===== src/rtl/mips_cycle_control.sv =====
// Multicycle sequencer and PC unit for the MIPS_new core: five phases per instruction
// (FETCH, DECODE, EXECUTE, WB_UPC, DUMMY) supporting add, addi, beq and j.
module mips_cycle_control #(
    parameter int DATA_WIDTH = 32,
    parameter int ADDR_WIDTH = 8,
    parameter int PC_RESET   = 0
) (
    input  logic                  clk,
    input  logic                  reset,
    input  logic                  enable,
    input  logic [DATA_WIDTH-1:0] instr,
    input  logic                  zero,
    output logic [2:0]            count_state,
    output logic [ADDR_WIDTH-1:0] pc,
    output logic                  ir_we,
    output logic                  reg_we,
    output logic                  regdst,
    output logic                  alusrc_imm,
    output logic [2:0]            alu_op,
    output logic                  instr_done,
    output logic                  illegal
);
    typedef enum logic [2:0] {
        S_IDLE    = 3'd0,
        S_FETCH   = 3'd1,
        S_DECODE  = 3'd2,
        S_EXECUTE = 3'd3,
        S_WB_UPC  = 3'd4,
        S_DUMMY   = 3'd5
    } state_t;

    localparam logic [2:0] ALU_ADD  = 3'd0;
    localparam logic [2:0] ALU_SUB  = 3'd1;
    localparam logic [5:0] OP_RTYPE = 6'h00;
    localparam logic [5:0] OP_ADDI  = 6'h08;
    localparam logic [5:0] OP_BEQ   = 6'h04;
    localparam logic [5:0] OP_J     = 6'h02;
    localparam logic [5:0] FN_ADD   = 6'h20;

    state_t                state_q, state_d;
    logic [DATA_WIDTH-1:0] ir_q;
    logic [ADDR_WIDTH-1:0] pc_q, pc_plus4_q, pc_d;
    logic                  taken_q, illegal_q;
    logic                  ir_we_q, reg_we_q, regdst_q, alusrc_imm_q, instr_done_q;
    logic [2:0]            alu_op_q;
    logic                  is_add, is_addi, is_beq, is_j, is_legal;
    logic [ADDR_WIDTH-1:0] br_off, j_target;
    logic                  unused_ir;

    always_comb begin
        is_add   = (ir_q[31:26] == OP_RTYPE) && (ir_q[5:0] == FN_ADD);
        is_addi  = (ir_q[31:26] == OP_ADDI);
        is_beq   = (ir_q[31:26] == OP_BEQ);
        is_j     = (ir_q[31:26] == OP_J);
        is_legal = is_add | is_addi | is_beq | is_j;
    end

    // PC arithmetic deliberately truncates to ADDR_WIDTH so targets wrap around the address space.
    assign br_off    = ADDR_WIDTH'({{(DATA_WIDTH-16){ir_q[15]}}, ir_q[15:0], 2'b00});
    assign j_target  = {ir_q[ADDR_WIDTH-3:0], 2'b00};
    assign unused_ir = ^ir_q[25:16];

    always_comb begin
        pc_d = pc_plus4_q;
        if (is_j)
            pc_d = j_target;
        else if (is_beq && taken_q)
            pc_d = pc_plus4_q + br_off;
    end

    always_comb begin
        state_d = S_IDLE;
        case (state_q)
            S_IDLE:    state_d = enable ? S_FETCH : S_IDLE;
            S_FETCH:   state_d = S_DECODE;
            S_DECODE:  state_d = S_EXECUTE;
            S_EXECUTE: state_d = S_WB_UPC;
            S_WB_UPC:  state_d = S_DUMMY;
            S_DUMMY:   state_d = enable ? S_FETCH : S_IDLE;
            default:   state_d = S_IDLE;
        endcase
    end

    // Strobes are registered from the next state so they line up with count_state.
    always_ff @(posedge clk) begin
        if (!reset) begin
            state_q      <= S_IDLE;
            pc_q         <= ADDR_WIDTH'(PC_RESET);
            pc_plus4_q   <= '0;
            ir_q         <= '0;
            taken_q      <= 1'b0;
            illegal_q    <= 1'b0;
            ir_we_q      <= 1'b0;
            reg_we_q     <= 1'b0;
            regdst_q     <= 1'b0;
            alusrc_imm_q <= 1'b0;
            alu_op_q     <= ALU_ADD;
            instr_done_q <= 1'b0;
        end else begin
            state_q      <= state_d;
            ir_we_q      <= (state_d == S_FETCH);
            reg_we_q     <= (state_d == S_WB_UPC) && (is_add || is_addi);
            regdst_q     <= ((state_d == S_EXECUTE) || (state_d == S_WB_UPC)) && is_add;
            alusrc_imm_q <= (state_d == S_EXECUTE) && is_addi;
            alu_op_q     <= ((state_d == S_EXECUTE) && is_beq) ? ALU_SUB : ALU_ADD;
            instr_done_q <= (state_d == S_DUMMY);
            case (state_q)
                S_FETCH: begin
                    ir_q       <= instr;
                    pc_plus4_q <= pc_q + ADDR_WIDTH'(4);
                end
                S_DECODE: begin
                    if (!is_legal)
                        illegal_q <= 1'b1;
                end
                S_EXECUTE: taken_q <= is_beq & zero;
                S_WB_UPC:  pc_q    <= pc_d;
                default: ;
            endcase
        end
    end

    assign count_state = state_q;
    assign pc          = pc_q;
    assign ir_we       = ir_we_q;
    assign reg_we      = reg_we_q;
    assign regdst      = regdst_q;
    assign alusrc_imm  = alusrc_imm_q;
    assign alu_op      = alu_op_q;
    assign instr_done  = instr_done_q;
    assign illegal     = illegal_q;

endmodule

===== config.mk =====
export PLATFORM = sky130hd
export DESIGN_NAME = mips_cycle_control
export DESIGN_NICKNAME = d
export VERILOG_FILES = /design/src/rtl/mips_cycle_control.sv
export SDC_FILE = /design/constraint.sdc
export NUM_CORES = 1
export LEC_CHECK = 0
export CAP_MARGIN = 20
export CORE_UTILIZATION = 48
export DETAILED_ROUTE_END_ITERATION = 8
export MAX_ROUTING_LAYER = met4
export PLACE_DENSITY = 0.81
export SYNTH_ARGS = -nofsm -noshare
export SYNTH_HDL_FRONTEND = slang
export SYNTH_SLANG_ARGS = --single-unit
export TNS_END_PERCENT = 50

===== constraint.sdc =====
create_clock -name clk -period 3.1 [get_ports clk]
set_input_delay 0.62 -clock clk [delete_from_list [all_inputs] [get_ports clk]]
set_output_delay 0.62 -clock clk [all_outputs]
set_load 0.05 [all_outputs]

# [Word-level counts from Yosys, hierarchy flattened]
# Cells that the tools add are included.
[totals] ff_bits=61 latchBits=0 ramBits=0 mem_bits_ro=0 in_bits=36 output_inout_bits=20 elab_cells=49 memories=0
[op_classes] add_sub_neg=2 mul=0 div_mod_pow=0 order_cmp=0 n_eq_ne=13 n_shift=0 muxes=5 n_bitwise=5 n_reduce_logical=12
[op_table] op="2-to-1 mux 8 bit" count=2
[op_table] op="one-hot mux 3 bit (5 select lines)" count=1
[op_table] op="== test 3 bit, second input constant" count=4
[op_table] op="== test 3 x 2 -> 1 bit, second input constant" count=3
[op_table] op="adder 8 x 3 -> 8 bit, second input constant" count=1
[op_table] op="adder 8 bit" count=1
[op_table] op="== test 3 x 1 -> 1 bit, second input constant" count=2
[op_table] op="== test 6 x 2 -> 1 bit, second input constant" count=1
[op_table] op="== test 6 x 3 -> 1 bit, second input constant" count=1
[op_table] op="== test 6 x 4 -> 1 bit, second input constant" count=1
[op_table] op="== test 6 bit, second input constant" count=1
[op_table] op="logical AND 1 bit" count=6
[op_table] op="logical NOT 6 bit" count=1
[op_table] op="logical NOT 3 bit" count=1
[op_table] op="OR 1 bit" count=3
[op_table] op="logical OR 1 bit" count=2
[op_table] op="2-to-1 mux 1 bit" count=2
[op_table] op="AND reduction 2 bit" count=1
[op_table] op="OR reduction 2 bit" count=1
[op_table] op="bitwise AND 1 bit" count=1
[op_table] op="inverter 1 bit" count=1

# [Longest topological paths before layout]
# Gate-level depths: netlist (run 1).
[logic_depth] word_depth=7 ltp_mapped=9 ltp_nobuf=9

# [Worst setup path after synthesis (run 1)]
# No wires, ideal clock.
[synth_path] path_type="register -> register" startpoint="reg state_q[0] (netlist: count_state[0])" endpoint="reg pc_plus4_q[0]" setup_time_ns=0.071 arrival_time_ns=1.767 t_required_ns=3.029 slack_ns=1.262 path_stages_with_launch=6 path_buffers=2 synth_period_minus_slack_ns=1.838 cell_sequence="dfxtp_1 -> buf_2 -> nor3b_1 -> clkbuf_1 -> nand2_1 -> a21oi_1"
[synth_via] elab_chain_len=1
[synth_lines] item="from (decl)" line="40" rtl="state_t state_q, state_d;"
[synth_lines] item="from (signal assigned)" line="100" rtl="state_q <= state_d;"
[synth_lines] item="== test 3 x 1 -> 1 bit" line="107" rtl="case (state_q)"
[synth_lines] item="to (signal assigned)" line="110" rtl="pc_plus4_q <= pc_q + ADDR_WIDTH'(4);"
[synth_lines] item="to (decl)" line="42" rtl="logic [ADDR_WIDTH-1:0] pc_q, pc_plus4_q, pc_d;"
# Every way passes these cells.
# A chain may end at the register's enable or synchronous reset.

# [Worst setup path in the final report (run 1)]
[layout_path] startpoint="reg state_q[0] (netlist: count_state[0])" endpoint="out count_state[0]"
[layout_lines] item="to (decl)" line="13" rtl="output logic [2:0] count_state,"
# No word-level cell between the ends.

==> flow_metrics.env, run 1 <==
export IMPL_required_ns=2.48
export IMPL_worst_ir_drop_vdd_uv=276
export IMPL_rsz0062_at_grt="no"
export IMPL_final_antenna_net_count=0
export IMPL_wl_per_cell_um=12.8
export IMPL_overflow=0
export IMPL_synthFlopType="dfxtp_1"
export IMPL_cp_arrival_ns=1.71
export IMPL_grt_antenna_before_repair=0
export IMPL_yosys_cell_types_count=45
export IMPL_coreArea_um2=3690
export IMPL_ys_ff_latch=39
export IMPL_synthToLayoutAreaGrowth_pct=23.6
export IMPL_synth_top_family_by_area="simple AND/OR/NAND/NOR gates"
export IMPL_path_max_fanout=12
export IMPL_synth_avg_cell_area_um2=8.33
export IMPL_grt_pass1_vias=1454
export IMPL_finalWirelength_um=3840
export IMPL_r2r_setup_slack_ns=1.15
export IMPL_syn_cell_area_um2=1860
export IMPL_slowest_delay_ns=0.87
export IMPL_finalHoldViolations=0
export IMPL_start_util_pct=50.4
export IMPL_worst_r2r_endpoint="pc[7]$_SDFFE_PN0P_"
export IMPL_dp_cells=292
export IMPL_ys_warnings_count=0
export IMPL_drive_gt1_share_pct=7.94
export IMPL_ctsHoldBuffers=0
export IMPL_startpoint_type="register"
export IMPL_synth_xor_area_share_pct=4.24
export IMPL_status="finished, final reports clean"
export IMPL_vias_per_cell=5.23
export IMPL_slew_violations=0
export IMPL_syn_inst=223
export IMPL_period_share_pct=75.0
export IMPL_synth_simple_gate_area_share_pct=25.4
export IMPL_drt_iter0_drc=122
export IMPL_cts_setup_buffers=0
export IMPL_synth_mux_area_share_pct=0.539
export IMPL_vias=1568
export IMPL_dp_hpwl_um=2660
export IMPL_cap_violations=0
export IMPL_drc_errors=0
export IMPL_io_pins=56
export IMPL_holdPathStages=2
export IMPL_synth_compound_area_share_pct=17.0
export IMPL_worst_setup_path_end_kind="output pin"
export IMPL_cts_root_buffer_cell="clkbuf_8"
export IMPL_final_nets=294
export IMPL_hp_start="pc_plus4_q[0]$_SDFFE_PN0P_"
export IMPL_die_w_um=64.2
export IMPL_relSlewSlack_pct=48.9
export IMPL_dr_pass1_iters=4
export IMPL_hold_class="reg -> reg"
export IMPL_cts_tree="done"
export IMPL_fin_area_um2=2300
export IMPL_dp_slack_ns=1.09
export IMPL_ys_async_sr_fraction_pct=0
export IMPL_die_height_um=64.2
export IMPL_grt_use_total_pct=21.6
export IMPL_grt_max_degree=34
export IMPL_p_per_area_nw_per_um2=512
export IMPL_num_rows=22
export IMPL_clock_skew_ns=0.00919
export IMPL_crit_family="buffers and inverters"
export IMPL_timing_setup_tns_ns=0
export IMPL_r2r_cells=7
export IMPL_clk_pin_slew_ns=0.08
export IMPL_placed_area_um2=2200
export IMPL_ctsResizeCount=0
export IMPL_setup_viol=0
export IMPL_path_buf_inv=1
export IMPL_r2r_start="ir_q[1]$_SDFFE_PN0P_"
export IMPL_p_leak_uw=0.000857
export IMPL_antenna_cells=0
export IMPL_cts_buffer_depth=2
export IMPL_synth_edf_count=0
export IMPL_place_gp_congestion=0.848
export IMPL_cts_max_level=2
export IMPL_tightest_slew_ns=0.763
export IMPL_crit_slowest_cell="clkdlybuf4s50_1"
export IMPL_grt_pass1_wl_um=6590
export IMPL_fin_cells=300
export IMPL_port_buffers=33
export IMPL_period_needed_ns=2.33
export IMPL_fp_dieArea_um2=4120
export IMPL_critical_path_class="reg -> out"
export IMPL_clkLatencyLatePin_ns=0.30
export IMPL_fin_ws_ns=0.774
export IMPL_cts_buffers=5
export IMPL_timing_fmax_mhz=430
export IMPL_min_delay_worst_endpoint="pc_plus4_q[0]$_SDFFE_PN0P_"
export IMPL_path_cells="clkdlybuf4s50_1"
export IMPL_yosysSeqAreaShare_pct=42.0
export IMPL_synthAdderAreaFrac_pct=5.12
export IMPL_cts_sinks=39
==> cells by family (layout without fill, tap and decap cells) <==
group                      after synthesis  after routing
DFF                                     39             39
muxes                                    1              1
xor gates and xnor gates                 9              9
other                                    1              2
and+or+nand+nor                         92             92
adders and majority gates                7              7
AOI/OAI and AO/OA                       52             52
buffers and inverters                   22             50
==> area by class of cell <==
type	count	area (um^2)
fill	337	1390
inverter	7	26.3
sequential	39	781
tap	48	60.1
multi-input combinational	163	985
timing repair buffer	35	345
clock buffer	8	100
==> layer usage <==
layer	global-route usage (%)	vias to the layer above	wire (um)
met5	-	-	0
met4	8.33	0	69
met3	5.89	6	179
met2	31.9	41	1720
met1	27.9	708	1870
li1	-	813	-
==> flip-flops by register name, indices dropped and copies added, names as in the netlist <==
signal,count
instr_done,1
ir_q,12
regdst,1
reg_we,1
count_state,3
pc_plus4_q,8
pc,8
alu_op,1
ir_we,1
illegal,1
alusrc_imm,1
taken_q,1
==> cells in the mapped netlist, types with 2 or more instances <==
master / n / share of area [%]
clkbuf_1: 9 / 1.8
inv_1: 6 / 1.2
nand3_1: 9 / 2.4
o211ai_1: 5 / 2.0
o21ai_0: 3 / 0.81
xor2_1: 5 / 2.4
nor3_1: 5 / 1.3
xnor2_1: 4 / 1.9
buf_4: 2 / 0.81
a211oi_1: 4 / 1.6
dfxtp_1: 39 / 42
ha_1: 6 / 4.0
a21oi_1: 29 / 7.8
and2_1: 2 / 0.67
buf_2: 3 / 0.81
nand2_1: 42 / 8.5
nor2_1: 16 / 3.2
nor2b_1: 2 / 0.67
nor3b_1: 3 / 1.2
a21o_1: 4 / 1.6
==> power by group <==
part           switching [uW]  internal [uW]
clock network             172            203
logic                     139           94.4
registers                36.2            532
==> worst max path at each step <==
stage	start	endpoint	slack, ns	cells after the start
2_1_floorplan	count_state[0]$_SDFF_PN0_	pc_plus4_q[0]$_SDFFE_PN0P_	1.26	5
3_3_place_gp	count_state[0]$_SDFF_PN0_	count_state[0]	1.11	1
3_5_place_dp	count_state[0]$_SDFF_PN0_	count_state[0]	1.09	1
4_1_cts	count_state[0]$_SDFF_PN0_	count_state[0]	0.77	1
5_1_grt	count_state[0]$_SDFF_PN0_	count_state[0]	0.68	1
6_report	count_state[0]$_SDFF_PN0_	count_state[0]	0.77	1
==> cells in the final DEF (no fill, tap or decap), drive strengths merged, types with 3 or more instances in the layout <==
master and instances:
nor3 6, clkbuf 8, xnor2 4, ha 6, o211ai 5, o21ai 3, nand2 42, nor2 16
dfxtp 39, xor2 5, a21oi 30, clkdlybuf4s50 33, a21o 4, a211oi 4, inv 6, nand3 10
and2 3, nor3b 4
==> stage by stage <==
stage	power (uW)	util (%)	hold slack [ns]
global route	1240	62.3	0.496
finish	1180	62.3	0.475
floorplan	744	-	0.437
global placement	807	59.6	0.442
detailed placement	813	59.6	0.462
CTS	1190	62.3	0.474
Power figures use the tool's default switching activity.
==> inputs of run 2 (changes only) <==
--- a/config.mk
+++ b/config.mk
@@ -6,10 +6,10 @@
 export NUM_CORES = 1
 export LEC_CHECK = 0
 export CAP_MARGIN = 20
-export CORE_UTILIZATION = 48
+export CORE_UTILIZATION = 46
 export DETAILED_ROUTE_END_ITERATION = 8
 export MAX_ROUTING_LAYER = met4
-export PLACE_DENSITY = 0.81
+export PLACE_DENSITY = 0.79
 export SYNTH_ARGS = -nofsm -noshare
 export SYNTH_HDL_FRONTEND = slang
 export SYNTH_SLANG_ARGS = --single-unit
==> constraint.sdc (replaced) <==
create_clock -name clk -period 2.3 [get_ports clk]
set_input_delay 0.46 -clock clk [delete_from_list [all_inputs] [get_ports clk]]
set_output_delay 0.46 -clock clk [all_outputs]
set_load 0.05 [all_outputs]
==> flow_metrics.env, run 2 (synthesis results as in run 1) <==
export IMPL_grt_max_degree=34
export IMPL_cp_arrival_ns=1.72
export IMPL_layout_commonest_cell="nand2_1"
export IMPL_tightest_slew_ns=0.502
export IMPL_p_per_area_nw_per_um2=691
export IMPL_worst_ir_drop_vdd_uv=312
export IMPL_critical_path_class="reg -> out"
export IMPL_worst_path_stages=1
export IMPL_place_gp_congestion=0.879
export IMPL_fp_dieArea_um2=4300
export IMPL_worstSetupStartpoint="count_state[0]$_SDFF_PN0_"
export IMPL_crit_family="buffers and inverters"
export IMPL_path_max_fanout=12
export IMPL_timing_setup_tns_ns=0
export IMPL_timing_fmax_mhz=459
export IMPL_dr_pass1_iters=4
export IMPL_die_height_um=65.6
export IMPL_grt_use_total_pct=20.5
export IMPL_slew_violations=0
export IMPL_die_w_um=65.6
export IMPL_cts_sinks=39
export IMPL_clock_skew_ns=0.00654
export IMPL_critPathCapture="count_state[0]"
export IMPL_startpoint_type="register"
export IMPL_overflow=0
export IMPL_num_rows=22
export IMPL_dp_cells=292
export IMPL_cts_max_level=2
export IMPL_power_total_uw=1590
export IMPL_final_nets=294
export IMPL_cts_setup_buffers=0
export IMPL_vias=1599
export IMPL_ctsHoldBuffers=0
export IMPL_synthToLayoutAreaGrowth_pct=23.6
export IMPL_grt_pass1_wl_um=6420
export IMPL_path_buf_inv=1
export IMPL_hold_class="reg -> reg"
export IMPL_finalWirelength_um=3790
export IMPL_r2r_setup_slack_ns=0.36
export IMPL_r2r_cells=7
export IMPL_cap_violations=0
export IMPL_crit_slowest_cell="clkdlybuf4s50_1"
export IMPL_setup_viol=0
export IMPL_drc_errors=0
export IMPL_required_ns=1.84
export IMPL_cts_buffers=5
export IMPL_p_leak_uw=0.000857
export IMPL_worst_setup_path_end_kind="output pin"
export IMPL_r2r_start="ir_q[1]$_SDFFE_PN0P_"
export IMPL_final_cell_mix="nand2_1 (42), dfxtp_1 (39), clkdlybuf4s50_1 (33)"
export IMPL_fin_cells=300
export IMPL_slowest_delay_ns=0.87
export IMPL_vias_per_cell=5.33
export IMPL_holdPathStages=2
export IMPL_clk_pin_slew_ns=0.07
export IMPL_path_cells="clkdlybuf4s50_1"
export IMPL_grt_pass1_vias=1412
export IMPL_start_util_pct=49.3
export IMPL_dp_hpwl_um=2650
export IMPL_drive_gt1_share_pct=7.94
export IMPL_rsz0062_at_grt="no"
export IMPL_final_antenna_net_count=0
export IMPL_largest_reg_flops=12
export IMPL_coreArea_um2=3770
export IMPL_drt_iter0_drc=134
export IMPL_worst_r2r_endpoint="pc[7]$_SDFFE_PN0P_"
export IMPL_cts_tree="done"
export IMPL_port_buffers=33
export IMPL_period_needed_ns=2.18
export IMPL_finalHoldViolations=0
export IMPL_antenna_cells=0
export IMPL_cts_root_buffer_cell="clkbuf_8"
export IMPL_clkLatencyLatePin_ns=0.30
export IMPL_grt_antenna_before_repair=0
export IMPL_period_share_pct=94.7
export IMPL_relSlewSlack_pct=66.4
export IMPL_io_pins=56
export IMPL_status="finished, final reports clean"
export IMPL_largest_register="ir_q"
export IMPL_wl_per_cell_um=12.6
export IMPL_ctsResizeCount=0
export IMPL_cts_buffer_depth=2
[run 2: cell counts in the layout (fill, tap and decap cells not counted)]
No cell type changed its count.
[run 2: power by group]
part           switching, uW  internal (uW)  total (uW)
sequential              48.2            717         765
combinational            186            127         313
clock                    236            274         510
total                    471           1120        1590
[run 2: area by class of cell]
class | count | area (um^2)
Multi-Input combinational cell | 163 | 985
Sequential cell | 39 | 781
Inverter | 7 | 26.3
Timing Repair Buffer | 35 | 345
Tap cell | 48 | 60.1
Fill cell | 342 | 1470
Clock buffer | 8 | 100
[run 2: stage by stage]
step                cell area [um^2]  hold slack [ns]  setup slack [ns]  utilization [%]
floorplan                       1860            0.437             0.462                -
global placement                2200            0.441             0.411             58.3
detailed placement              2200            0.447             0.394             58.3
CTS                             2300            0.457            0.0929             60.9
global route                    2300            0.477            0.0454             60.9
finish                          2300            0.461             0.121             60.9
[run 2: layer usage]
metal,wire [um],GRT usage [%],vias up,part of all wire (%)
met2,1690,30.4,33,45
met3,174,6.25,6,4.6
li1,-,-,818,-
met5,0,-,-,0
met1,1850,25.2,742,49
met4,68,9.78,0,1.8
[run 2: worst min-delay path by stage]
| stage | startpoint | end | slack (ns) |
|---|---|---|---|
| floorplan | pc_plus4_q[0]$_SDFFE_PN0P_ | pc_plus4_q[0]$_SDFFE_PN0P_ | 0.44 |
| global placement | pc_plus4_q[0]$_SDFFE_PN0P_ | pc_plus4_q[0]$_SDFFE_PN0P_ | 0.44 |
| detailed placement | pc_plus4_q[1]$_SDFFE_PN0P_ | pc_plus4_q[1]$_SDFFE_PN0P_ | 0.45 |
| CTS | pc_plus4_q[1]$_SDFFE_PN0P_ | pc_plus4_q[1]$_SDFFE_PN0P_ | 0.46 |
| global route | pc_plus4_q[1]$_SDFFE_PN0P_ | pc_plus4_q[1]$_SDFFE_PN0P_ | 0.48 |
| finish | pc_plus4_q[1]$_SDFFE_PN0P_ | pc_plus4_q[1]$_SDFFE_PN0P_ | 0.46 |
==> inputs of run 3 (changes only) <==
--- a/config.mk
+++ b/config.mk
@@ -7,6 +7,7 @@
 export LEC_CHECK = 0
 export CAP_MARGIN = 20
 export CORE_UTILIZATION = 46
+export CTS_CLUSTER_SIZE = 12
 export DETAILED_ROUTE_END_ITERATION = 8
 export MAX_ROUTING_LAYER = met4
 export PLACE_DENSITY = 0.79
==> results of run 3 <==
Final layout, timing and power as in run 2 (identical DEF).
